### config.mk
export PLATFORM = sky130hd
export DESIGN_NAME = cmplx_mac
export DESIGN_NICKNAME = d
export VERILOG_FILES = /design/src/rtl/cmplx_pkg.sv /design/src/rtl/cmplx_mul_pipe.sv /design/src/rtl/cmplx_mac.sv
export SDC_FILE = /design/constraint.sdc
export NUM_CORES = 2
export LEC_CHECK = 0
export ABC_AREA = 1
export BUFFER_PORTS_ARGS = -buffer_cell sky130_fd_sc_hd__buf_2
export CORE_MARGIN = 4
export CORE_UTILIZATION = 30
export DETAILED_ROUTE_END_ITERATION = 8
export GPL_TIMING_DRIVEN = 0
export PLACE_DENSITY = 0.44
export SLEW_MARGIN = 20
export SYNTH_ARGS = -nofsm -noshare
export SYNTH_HDL_FRONTEND = slang
export SYNTH_HIERARCHICAL = 1
export SYNTH_SLANG_ARGS = --single-unit
### constraint.sdc
create_clock -name clk -period 35.7 [get_ports clk]
set_clock_uncertainty 0.05 [all_clocks]
set_input_delay 7.14 -clock clk [delete_from_list [all_inputs] [get_ports clk]]
set_output_delay 7.14 -clock clk [all_outputs]
set_load 0.005 [all_outputs]
### src/rtl/cmplx_pkg.sv
// rtl/cmplx_pkg.sv - shared widths, latency and output formatting for the complex MAC
package cmplx_pkg;

   localparam int A_WIDTH_DEF   = 16;
   localparam int B_WIDTH_DEF   = 16;
   localparam int O_WIDTH_DEF   = 24;
   localparam int LEN_WIDTH_DEF = 8;

   // Multiplier pipeline depth measured from the input capture register.
   localparam int MUL_LAT = 4;

   // Formatting runs on a 64-bit signed value; callers sign-extend into it.
   typedef struct packed {
      logic [63:0] val;
      logic        sat;
   } fmt_t;

   // Round half up by 2^(sh-1), arithmetic shift right, then clamp to ow bits.
   function automatic fmt_t round_sat(input logic signed [63:0] x,
                                      input logic [5:0]         sh,
                                      input int                 ow);
      fmt_t                r;
      logic signed [63:0]  v;
      logic signed [63:0]  hi;
      logic signed [63:0]  lo;
      v = x;
      if (sh != 6'd0) begin
         v = (x + (64'sd1 <<< (sh - 6'd1))) >>> sh;
      end
      hi    = (64'sd1 <<< (ow - 1)) - 64'sd1;
      lo    = -hi - 64'sd1;
      r.val = v;
      r.sat = 1'b0;
      if (v > hi) begin
         r.val = hi;
         r.sat = 1'b1;
      end else if (v < lo) begin
         r.val = lo;
         r.sat = 1'b1;
      end
      return r;
   endfunction

endpackage

### src/rtl/cmplx_mul_pipe.sv
// rtl/cmplx_mul_pipe.sv - ce-gated 3-multiplier complex product pipeline with conjugate option
module cmplx_mul_pipe
   import cmplx_pkg::*;
#(
   parameter int AWIDTH = A_WIDTH_DEF,
   parameter int BWIDTH = B_WIDTH_DEF
) (
   input  logic                            clk,
   input  logic                            rst,
   input  logic                            ce,
   input  logic                            in_valid,
   input  logic                            conj,
   input  logic signed [AWIDTH-1:0]        ar,
   input  logic signed [AWIDTH-1:0]        ai,
   input  logic signed [BWIDTH-1:0]        br,
   input  logic signed [BWIDTH-1:0]        bi,
   output logic                            out_valid,
   output logic signed [AWIDTH+BWIDTH:0]   pr,
   output logic signed [AWIDTH+BWIDTH:0]   pi
);

   localparam int AW1 = AWIDTH + 1;
   localparam int BW1 = BWIDTH + 1;
   localparam int BW2 = BWIDTH + 2;
   localparam int MW  = AWIDTH + BWIDTH + 2;
   localparam int PW  = AWIDTH + BWIDTH + 1;

   // stage 0: input capture, bi already conjugated (one extra bit keeps -min exact)
   logic                    v0_q, v0_d;
   logic signed [AWIDTH-1:0] ar0_q, ar0_d, ai0_q, ai0_d;
   logic signed [BWIDTH-1:0] br0_q, br0_d;
   logic signed [BW1-1:0]    bi0_q, bi0_d;
   // stage 1: pre-adders
   logic                    v1_q, v1_d;
   logic signed [AWIDTH-1:0] ar1_q, ar1_d, ai1_q, ai1_d;
   logic signed [AW1-1:0]    dab1_q, dab1_d;
   logic signed [BW1-1:0]    bi1_q, bi1_d;
   logic signed [BW2-1:0]    bsub1_q, bsub1_d, badd1_q, badd1_d;
   // stage 2 and 3: multiply, then a second register so the multiply can be retimed
   logic                    v2_q, v2_d, v3_q, v3_d;
   logic signed [MW-1:0]     m1_2_q, m1_2_d, m2_2_q, m2_2_d, m3_2_q, m3_2_d;
   logic signed [MW-1:0]     m1_3_q, m1_3_d, m2_3_q, m2_3_d, m3_3_q, m3_3_d;
   // stage 4: post-adders; true results always fit PW so modular truncation is exact
   logic                    v4_q, v4_d;
   logic signed [PW-1:0]     pr4_q, pr4_d, pi4_q, pi4_d;

   logic signed [BW1-1:0]    bi_ext;

   // next-state for every stage; nothing moves unless ce
   always_comb begin
      v0_d = v0_q;  ar0_d = ar0_q;  ai0_d = ai0_q;  br0_d = br0_q;  bi0_d = bi0_q;
      v1_d = v1_q;  ar1_d = ar1_q;  ai1_d = ai1_q;  dab1_d = dab1_q;  bi1_d = bi1_q;
      bsub1_d = bsub1_q;  badd1_d = badd1_q;
      v2_d = v2_q;  m1_2_d = m1_2_q;  m2_2_d = m2_2_q;  m3_2_d = m3_2_q;
      v3_d = v3_q;  m1_3_d = m1_3_q;  m2_3_d = m2_3_q;  m3_3_d = m3_3_q;
      v4_d = v4_q;  pr4_d = pr4_q;  pi4_d = pi4_q;
      bi_ext = BW1'(bi);
      if (ce) begin
         v0_d    = in_valid;
         ar0_d   = ar;
         ai0_d   = ai;
         br0_d   = br;
         bi0_d   = conj ? -bi_ext : bi_ext;

         v1_d    = v0_q;
         ar1_d   = ar0_q;
         ai1_d   = ai0_q;
         dab1_d  = AW1'(ar0_q) - AW1'(ai0_q);
         bi1_d   = bi0_q;
         bsub1_d = BW2'(br0_q) - BW2'(bi0_q);
         badd1_d = BW2'(br0_q) + BW2'(bi0_q);

         v2_d    = v1_q;
         m1_2_d  = MW'(ar1_q) * MW'(bsub1_q);
         m2_2_d  = MW'(ai1_q) * MW'(badd1_q);
         m3_2_d  = MW'(dab1_q) * MW'(bi1_q);

         v3_d    = v2_q;
         m1_3_d  = m1_2_q;
         m2_3_d  = m2_2_q;
         m3_3_d  = m3_2_q;

         v4_d    = v3_q;
         pr4_d   = PW'(m1_3_q + m3_3_q);
         pi4_d   = PW'(m2_3_q + m3_3_q);
      end
   end

   // pipeline registers; only the valid bits need clearing, data is cleared for tidiness
   always_ff @(posedge clk or posedge rst) begin
      if (rst) begin
         v0_q <= 1'b0;  ar0_q <= '0;  ai0_q <= '0;  br0_q <= '0;  bi0_q <= '0;
         v1_q <= 1'b0;  ar1_q <= '0;  ai1_q <= '0;  dab1_q <= '0;  bi1_q <= '0;
         bsub1_q <= '0; badd1_q <= '0;
         v2_q <= 1'b0;  m1_2_q <= '0; m2_2_q <= '0; m3_2_q <= '0;
         v3_q <= 1'b0;  m1_3_q <= '0; m2_3_q <= '0; m3_3_q <= '0;
         v4_q <= 1'b0;  pr4_q <= '0;  pi4_q <= '0;
      end else begin
         v0_q <= v0_d;  ar0_q <= ar0_d;  ai0_q <= ai0_d;  br0_q <= br0_d;  bi0_q <= bi0_d;
         v1_q <= v1_d;  ar1_q <= ar1_d;  ai1_q <= ai1_d;  dab1_q <= dab1_d;  bi1_q <= bi1_d;
         bsub1_q <= bsub1_d; badd1_q <= badd1_d;
         v2_q <= v2_d;  m1_2_q <= m1_2_d; m2_2_q <= m2_2_d; m3_2_q <= m3_2_d;
         v3_q <= v3_d;  m1_3_q <= m1_3_d; m2_3_q <= m2_3_d; m3_3_q <= m3_3_d;
         v4_q <= v4_d;  pr4_q <= pr4_d;  pi4_q <= pi4_d;
      end
   end

   assign out_valid = v4_q;
   assign pr        = pr4_q;
   assign pi        = pi4_q;

endmodule

### src/rtl/cmplx_mac.sv
// rtl/cmplx_mac.sv - complex multiply-accumulate with framed sums, rounding and saturation
module cmplx_mac
   import cmplx_pkg::*;
#(
   parameter int AWIDTH = A_WIDTH_DEF,
   parameter int BWIDTH = B_WIDTH_DEF,
   parameter int OWIDTH = O_WIDTH_DEF,
   parameter int LENW   = LEN_WIDTH_DEF
) (
   input  logic                     clk,
   input  logic                     rst,
   input  logic                     in_valid,
   output logic                     in_ready,
   input  logic signed [AWIDTH-1:0] ar,
   input  logic signed [AWIDTH-1:0] ai,
   input  logic signed [BWIDTH-1:0] br,
   input  logic signed [BWIDTH-1:0] bi,
   input  logic                     conj,
   input  logic [LENW-1:0]          acc_len,
   input  logic [5:0]               shift,
   output logic                     out_valid,
   input  logic                     out_ready,
   output logic signed [OWIDTH-1:0] pr,
   output logic signed [OWIDTH-1:0] pi,
   output logic                     sat_flag
);

   localparam int PW   = AWIDTH + BWIDTH + 1;
   localparam int ACCW = PW + LENW;

   logic                    ce;
   logic                    m_valid;
   logic signed [PW-1:0]    m_pr, m_pi;

   logic signed [ACCW-1:0]  acc_r_q, acc_r_d, acc_i_q, acc_i_d;
   logic [LENW-1:0]         cnt_q, cnt_d, len_q, len_d;
   logic [5:0]              shift_q, shift_d;
   logic                    sum_valid_q, sum_valid_d;
   logic [LENW-1:0]         len_eff, cnt_next;

   logic                    out_valid_q, out_valid_d;
   logic signed [OWIDTH-1:0] pr_q, pr_d, pi_q, pi_d;
   logic                    sat_q, sat_d;
   fmt_t                    fmt_r, fmt_i;

   // A full output register that is not being drained freezes the whole datapath.
   assign ce       = !out_valid_q | out_ready;
   assign in_ready = ce;

   cmplx_mul_pipe #(
      .AWIDTH (AWIDTH),
      .BWIDTH (BWIDTH)
   ) u_mul (
      .clk       (clk),
      .rst       (rst),
      .ce        (ce),
      .in_valid  (in_valid),
      .conj      (conj),
      .ar        (ar),
      .ai        (ai),
      .br        (br),
      .bi        (bi),
      .out_valid (m_valid),
      .pr        (m_pr),
      .pi        (m_pi)
   );

   // accumulator: the first product of a frame reloads the sum and latches length/shift
   always_comb begin
      acc_r_d     = acc_r_q;
      acc_i_d     = acc_i_q;
      cnt_d       = cnt_q;
      len_d       = len_q;
      shift_d     = shift_q;
      sum_valid_d = sum_valid_q;
      len_eff     = len_q;
      cnt_next    = cnt_q;
      if (ce) begin
         sum_valid_d = 1'b0;
         if (m_valid) begin
            if (cnt_q == '0) begin
               len_eff  = (acc_len == '0) ? LENW'(1) : acc_len;
               len_d    = len_eff;
               shift_d  = shift;
               acc_r_d  = ACCW'(m_pr);
               acc_i_d  = ACCW'(m_pi);
               cnt_next = LENW'(1);
            end else begin
               acc_r_d  = acc_r_q + ACCW'(m_pr);
               acc_i_d  = acc_i_q + ACCW'(m_pi);
               cnt_next = cnt_q + LENW'(1);
            end
            if (cnt_next == len_eff) begin
               sum_valid_d = 1'b1;
               cnt_d       = '0;
            end else begin
               cnt_d       = cnt_next;
            end
         end
      end
   end

   // output register: format a completed frame sum with the shift latched for that frame
   always_comb begin
      out_valid_d = out_valid_q;
      pr_d        = pr_q;
      pi_d        = pi_q;
      sat_d       = sat_q;
      fmt_r       = round_sat(64'(acc_r_q), shift_q, OWIDTH);
      fmt_i       = round_sat(64'(acc_i_q), shift_q, OWIDTH);
      if (ce) begin
         out_valid_d = sum_valid_q;
         if (sum_valid_q) begin
            pr_d  = OWIDTH'(fmt_r.val);
            pi_d  = OWIDTH'(fmt_i.val);
            sat_d = fmt_r.sat | fmt_i.sat;
         end
      end
   end

   // accumulator and output state; reset discards any partial frame
   always_ff @(posedge clk or posedge rst) begin
      if (rst) begin
         acc_r_q     <= '0;
         acc_i_q     <= '0;
         cnt_q       <= '0;
         len_q       <= '0;
         shift_q     <= '0;
         sum_valid_q <= 1'b0;
         out_valid_q <= 1'b0;
         pr_q        <= '0;
         pi_q        <= '0;
         sat_q       <= 1'b0;
      end else begin
         acc_r_q     <= acc_r_d;
         acc_i_q     <= acc_i_d;
         cnt_q       <= cnt_d;
         len_q       <= len_d;
         shift_q     <= shift_d;
         sum_valid_q <= sum_valid_d;
         out_valid_q <= out_valid_d;
         pr_q        <= pr_d;
         pi_q        <= pi_d;
         sat_q       <= sat_d;
      end
   end

   assign out_valid = out_valid_q;
   assign pr        = pr_q;
   assign pi        = pi_q;
   assign sat_flag  = sat_q;

endmodule

# --- Yosys cells after proc, flatten, opt, wreduce, memory -nomap -nowiden ---
# Index checks and enable logic that the tools add are counted.
# Widths: inputs -> output; s select.
op_classes:
  addsub: 12
  mul: 3
  order_cmp: 4
  eq_ne: 1
  n_shift: 3
  mux: 19
  bitwise_logic: 2
  n_reduce_logical: 7
ops:
  columns: ["operator", "count"]
  rows:
  - ["$add 41x64->64", 2]
  - ["$gt 64x24->1 const B", 2]
  - ["$lt 64x24->1 const B", 2]
  - ["$mux 64", 2]
  - ["$sshr 64x6->64", 2]
  - ["$mux 25", 4]
  - ["$add 41x33->41", 2]
  - ["$mux 41", 2]
  - ["$add 33x33->33", 2]
  - ["$mul 16x18->33", 2]
  - ["$mux 8", 8]
  - ["$sshl 2x6->64 const A", 1]
  - ["$mul 17x17->33", 1]
  - ["$add 16x17->18", 1]
  - ["$sub 16x17->18", 1]
  - ["$mux 17", 1]
  - ["$neg 16->17", 1]
  - ["$sub 16x16->17", 1]
  - ["$logic_not 8->1", 2]
  - ["$add 8x1->8 const B", 1]
  - ["$eq 8x8->1", 1]
  - ["$reduce_bool 6->1", 1]
  - ["$sub 6x1->6 const B", 1]
  - ["$reduce_and 2->1", 2]
  - ["4 further kinds", 6]
word_totals:
  register_bits: 591
  input_bits: 83
  out_inout_bits: 51
  wordCells: 84

# --- Depth between registers and ports, before layout ---
depth:
  word_depth: 9
  depth_mapped: 45
  mapped_depth_nobuf: 42

# --- By module ---
# The synthesis kept the hierarchy.
modules_own_cells:
  columns: ["module", "instances", "cells_each", "area_per_inst_um2", "seq_area_each_um2"]
  rows:
  - ["cmplx_mul_pipe", 1, 7559, 57590.2, 10885.4]
  - ["cmplx_mac", 1, 6475, 33642.3, 3878.7]

# --- Worst setup path after synthesis ---
# OpenSTA, ideal clock, no wires.
synth_timing:
  kind: "input -> output"
  from: "in out_ready"
  to: "out in_ready"
  t_arrival_ns: 7.377
  required_time_ns: 28.510
  setup_slack_ns: 21.133
  stages: 2
  n_path_buf: 0
  path_cell_list: "nor2_1 -> inv_1"
synth_between:
  elab_chain_cells: 1
synth_rtl:
  columns: ["element", "line_no", "source"]
  rows:
  - ["from (decl)", "cmplx_mac.sv:22", "input logic out_ready,"]
  - ["$or 1x1->1", "cmplx_mac.sv:47", "assign ce = !out_valid_q | out_ready;"]
  - ["to (decl)", "cmplx_mac.sv:13", "output logic in_ready,"]
# Every way passes these cells.

# --- Final worst setup path ---
# Same ends and word-level chain as after synthesis.

==> metrics.md <==
| Metric | Value |
|---|---|
| Rel. slew slack | `12.63%` |
| Global-route usage over all layers | `29.36%` |
| Min Tclk post-route | `15,500 ps` |
| Outcome | `finished clean` |
| DRT Pass-1 Iters | `8` |
| # IOs | `134` |
| Top FF cell, synth | `dfrtp_1` |
| DIE WIDTH | `559.5 um` |
| Synth Instances | `14,030` |
| Fraction of registers with async set/reset | `100.0%` |
| Period utilization | `43.43%` |
| Die area | `313,000 um2` |
| GRT Residual Overflow | `0` |
| Fill cells | `34,190` |
| Met2 wire len | `216.5 mm` |
| # setup viols final | `0` |
| Worst skew pair latency | `720 ps` |
| Setup bufs post-CTS | `0` |
| Routability cong. | `1.029` |
| Final Hold Fails | `0` |
| Slew at the pin closest to its max-slew limit | `1306 ps` |
| RSZ-0062 raised after global routing | `false` |
| Root Buffer | `clkbuf_16` |
| Max Used Layer | `met5` |
| # DRC | `0` |
| # hold bufs at CTS | `0` |
| Met3 wire len | `25.39 mm` |
| CORE AREA | `302,800 um2` |
| Largest net degree at the start of global routing | `98` |
| Via Count | `93,750` |
| Crit end category | `primary output` |
| Netlist cell types | `71` |
| Synth warnings | `6` |
| Synthesis-stage register bit count | `590` |
| Initial antenna violation count | `12` |
| Routed wire length | `471.0 mm` |
| Post-Syn Nets | `15,480` |
| Fraction of layout cells with a size suffix above 1 | `4.952%` |
| Max-cap violation count | `0` |
| Worst Hold Class | `flip-flop to flip-flop` |
| H-tree levels | `3` |
| DP Wirelength | `401.3 mm` |
| Initial core utilization | `30.13%` |
| Die Height | `559.5 um` |
| WP data required | `28,510 ps` |
| Post-synth EDFFs | `0` |
| Wl on met1 | `194.6 mm` |
| Arrival time at the worst endpoint | `8310 ps` |
| Sequential share of the synthesized area | `16.18%` |
| Vias in the first global route | `94,290` |
| WL/cell | `25.73 um` |
| CTS tree | `yes` |
| Max Fclk | `64.50 MHz` |
| Largest buffer count on any clock path | `3` |
| CP Max Fanout | `9` |
| Reg clk slew, reported paths | `60 ps` |
| Layout net count | `15,700` |
| Mapped Area | `91,230 um2` |
| Cts bufs inserted | `79` |
| DR vias/cell | `5.122` |
| Clock sinks | `590` |
| Detailed Route Iter0 Violations | `8,656` |
| Post-cts sizing count | `0` |
| PortBufs | `132` |
| Cell row count | `202` |
| Global-route wire length before repair | `672.5 mm` |
| Setup TNS | `0 ps` |
| Post-route ant nets | `0` |
| Crit path launch type | `input pin` |
| Crit path kind | `input pin to primary output` |
| Area Growth Syn to Fin | `9.531%` |
| Avg Synthesized Cell Area | `6.501 um2` |
| Max Slew Vio Count | `0` |
==> registers in the layout, summed over array words and instances (netlist names), 33 cells and up <==
register,cells
u_mul/pi,33
u_mul/m3_3_q,33
u_mul/m2_2_q,33
u_mul/m2_3_q,33
u_mul/m3_2_q,33
acc_i_q,41
u_mul/m1_2_q,33
u_mul/pr,33
acc_r_q,41
u_mul/m1_3_q,33
==> through the flow <==
step           instances  hold slack [ps]  util, %  setup slack [ps]  cell area (um2)
5_1_grt            18300            440.4    33.00             20110            99910
3_3_place_gp       18140            408.7    31.99             10100            96870
3_5_place_dp       18160            411.7    32.09             20110            97170
6_report           18300            421.8    33.00             20200            99930
4_1_cts            18300            423.6    33.00             20110            99910
2_1_floorplan      14030            384.6        -             16390            91230
==> layer usage <==
metal  up-vias  track usage [%]
li1      44260                -
met1     45470            36.79
met2      3197            48.96
met3       813            3.207
met4        14            17.05
met5         -                0
==> synth_stat cells, drive strengths merged, types with 23 or more instances <==
master | count | area share (%)
nor3 | 92 | 0.59
clkbuf | 339 | 1.4
nand3 | 1717 | 9.5
o221ai | 65 | 0.62
nor2 | 936 | 4.0
nand2 | 4335 | 18
dfrtp | 590 | 16
xnor2 | 81 | 0.78
o21bai | 56 | 0.47
fa | 867 | 19
xor2 | 107 | 1.0
o21ai | 591 | 3.3
o211ai | 38 | 0.32
a21o | 23 | 0.19
buf | 233 | 1.3
a21oi | 505 | 2.9
inv | 2559 | 11
ha | 496 | 6.8
a31oi | 68 | 0.47
or2 | 59 | 0.40
nand4 | 141 | 0.97
==> layout make-up <==
class	count	area, um2	area share, %
inverters	2566	9654	9.661
clock inverters	25	391.6	0.3919
multi-input cells	10310	64390	64.43
plain buffers	572	2520	2.522
flip-flops and latches	590	14760	14.77
repair buffers	143	867.1	0.8677
diodes	8	20.02	0.02003
clock buffers	116	2349	2.350
well taps	3978	4977	4.981
==> worst paths after layout <==
path	slack, ps	start	end	depth (start not counted)
setup reg to reg	25980	shift_q[4]	pr[14]	38
hold / removal	420	u_mul/m1_2_q[29]	u_mul/m1_3_q[29]	2
setup / recovery	20200	out_ready	in_ready	4
hold reg to reg	420	u_mul/m1_2_q[29]	u_mul/m1_3_q[29]	2
min in group asynchronous	6360	rst	pi[18]	2
max in group asynchronous	27580	rst	u_mul/ar0_q[11]	4
==> placed cells by master, fill, tap and decap left out, types with 259 or more instances in the layout <==
| cell type | synthesis | final |
|---|---|---|
| o21ai_0 | 540 | 540 |
| inv_1 | 2528 | 2526 |
| nand3_1 | 1697 | 1697 |
| buf_2 | 119 | 259 |
| nor2_1 | 885 | 882 |
| clkbuf_1 | 338 | 328 |
| dfrtp_1 | 590 | 590 |
| nand2_1 | 4287 | 4287 |
| ha_1 | 496 | 496 |
| a21oi_1 | 474 | 474 |
| fa_1 | 867 | 867 |
==> logic make-up (layout without fill, tap and decap cells) <==
| group | count (synthesis) | in the layout | share of synthesized area (%) |
|---|---|---|---|
| other | 0 | 8 | 0 |
| buffers and inverters | 3138 | 3422 | 13.28 |
| and+or+nand+nor | 7320 | 7320 | 33.88 |
| AOI/OAI and AO/OA | 1422 | 1422 | 8.884 |
| adders and majority gates | 1363 | 1363 | 25.83 |
| muxes | 13 | 13 | 0.1426 |
| xor gates and xnor gates | 188 | 188 | 1.805 |
| DFF | 590 | 590 | 16.18 |
==> worst max-delay path: stages <==
cell,delay (ps)
buf_2,70
nor2_1,60
inv_1,780
buf_2,260
Power is not shown: default switching activity piles up to over one toggle a cycle in this logic, so the estimate is an artifact.
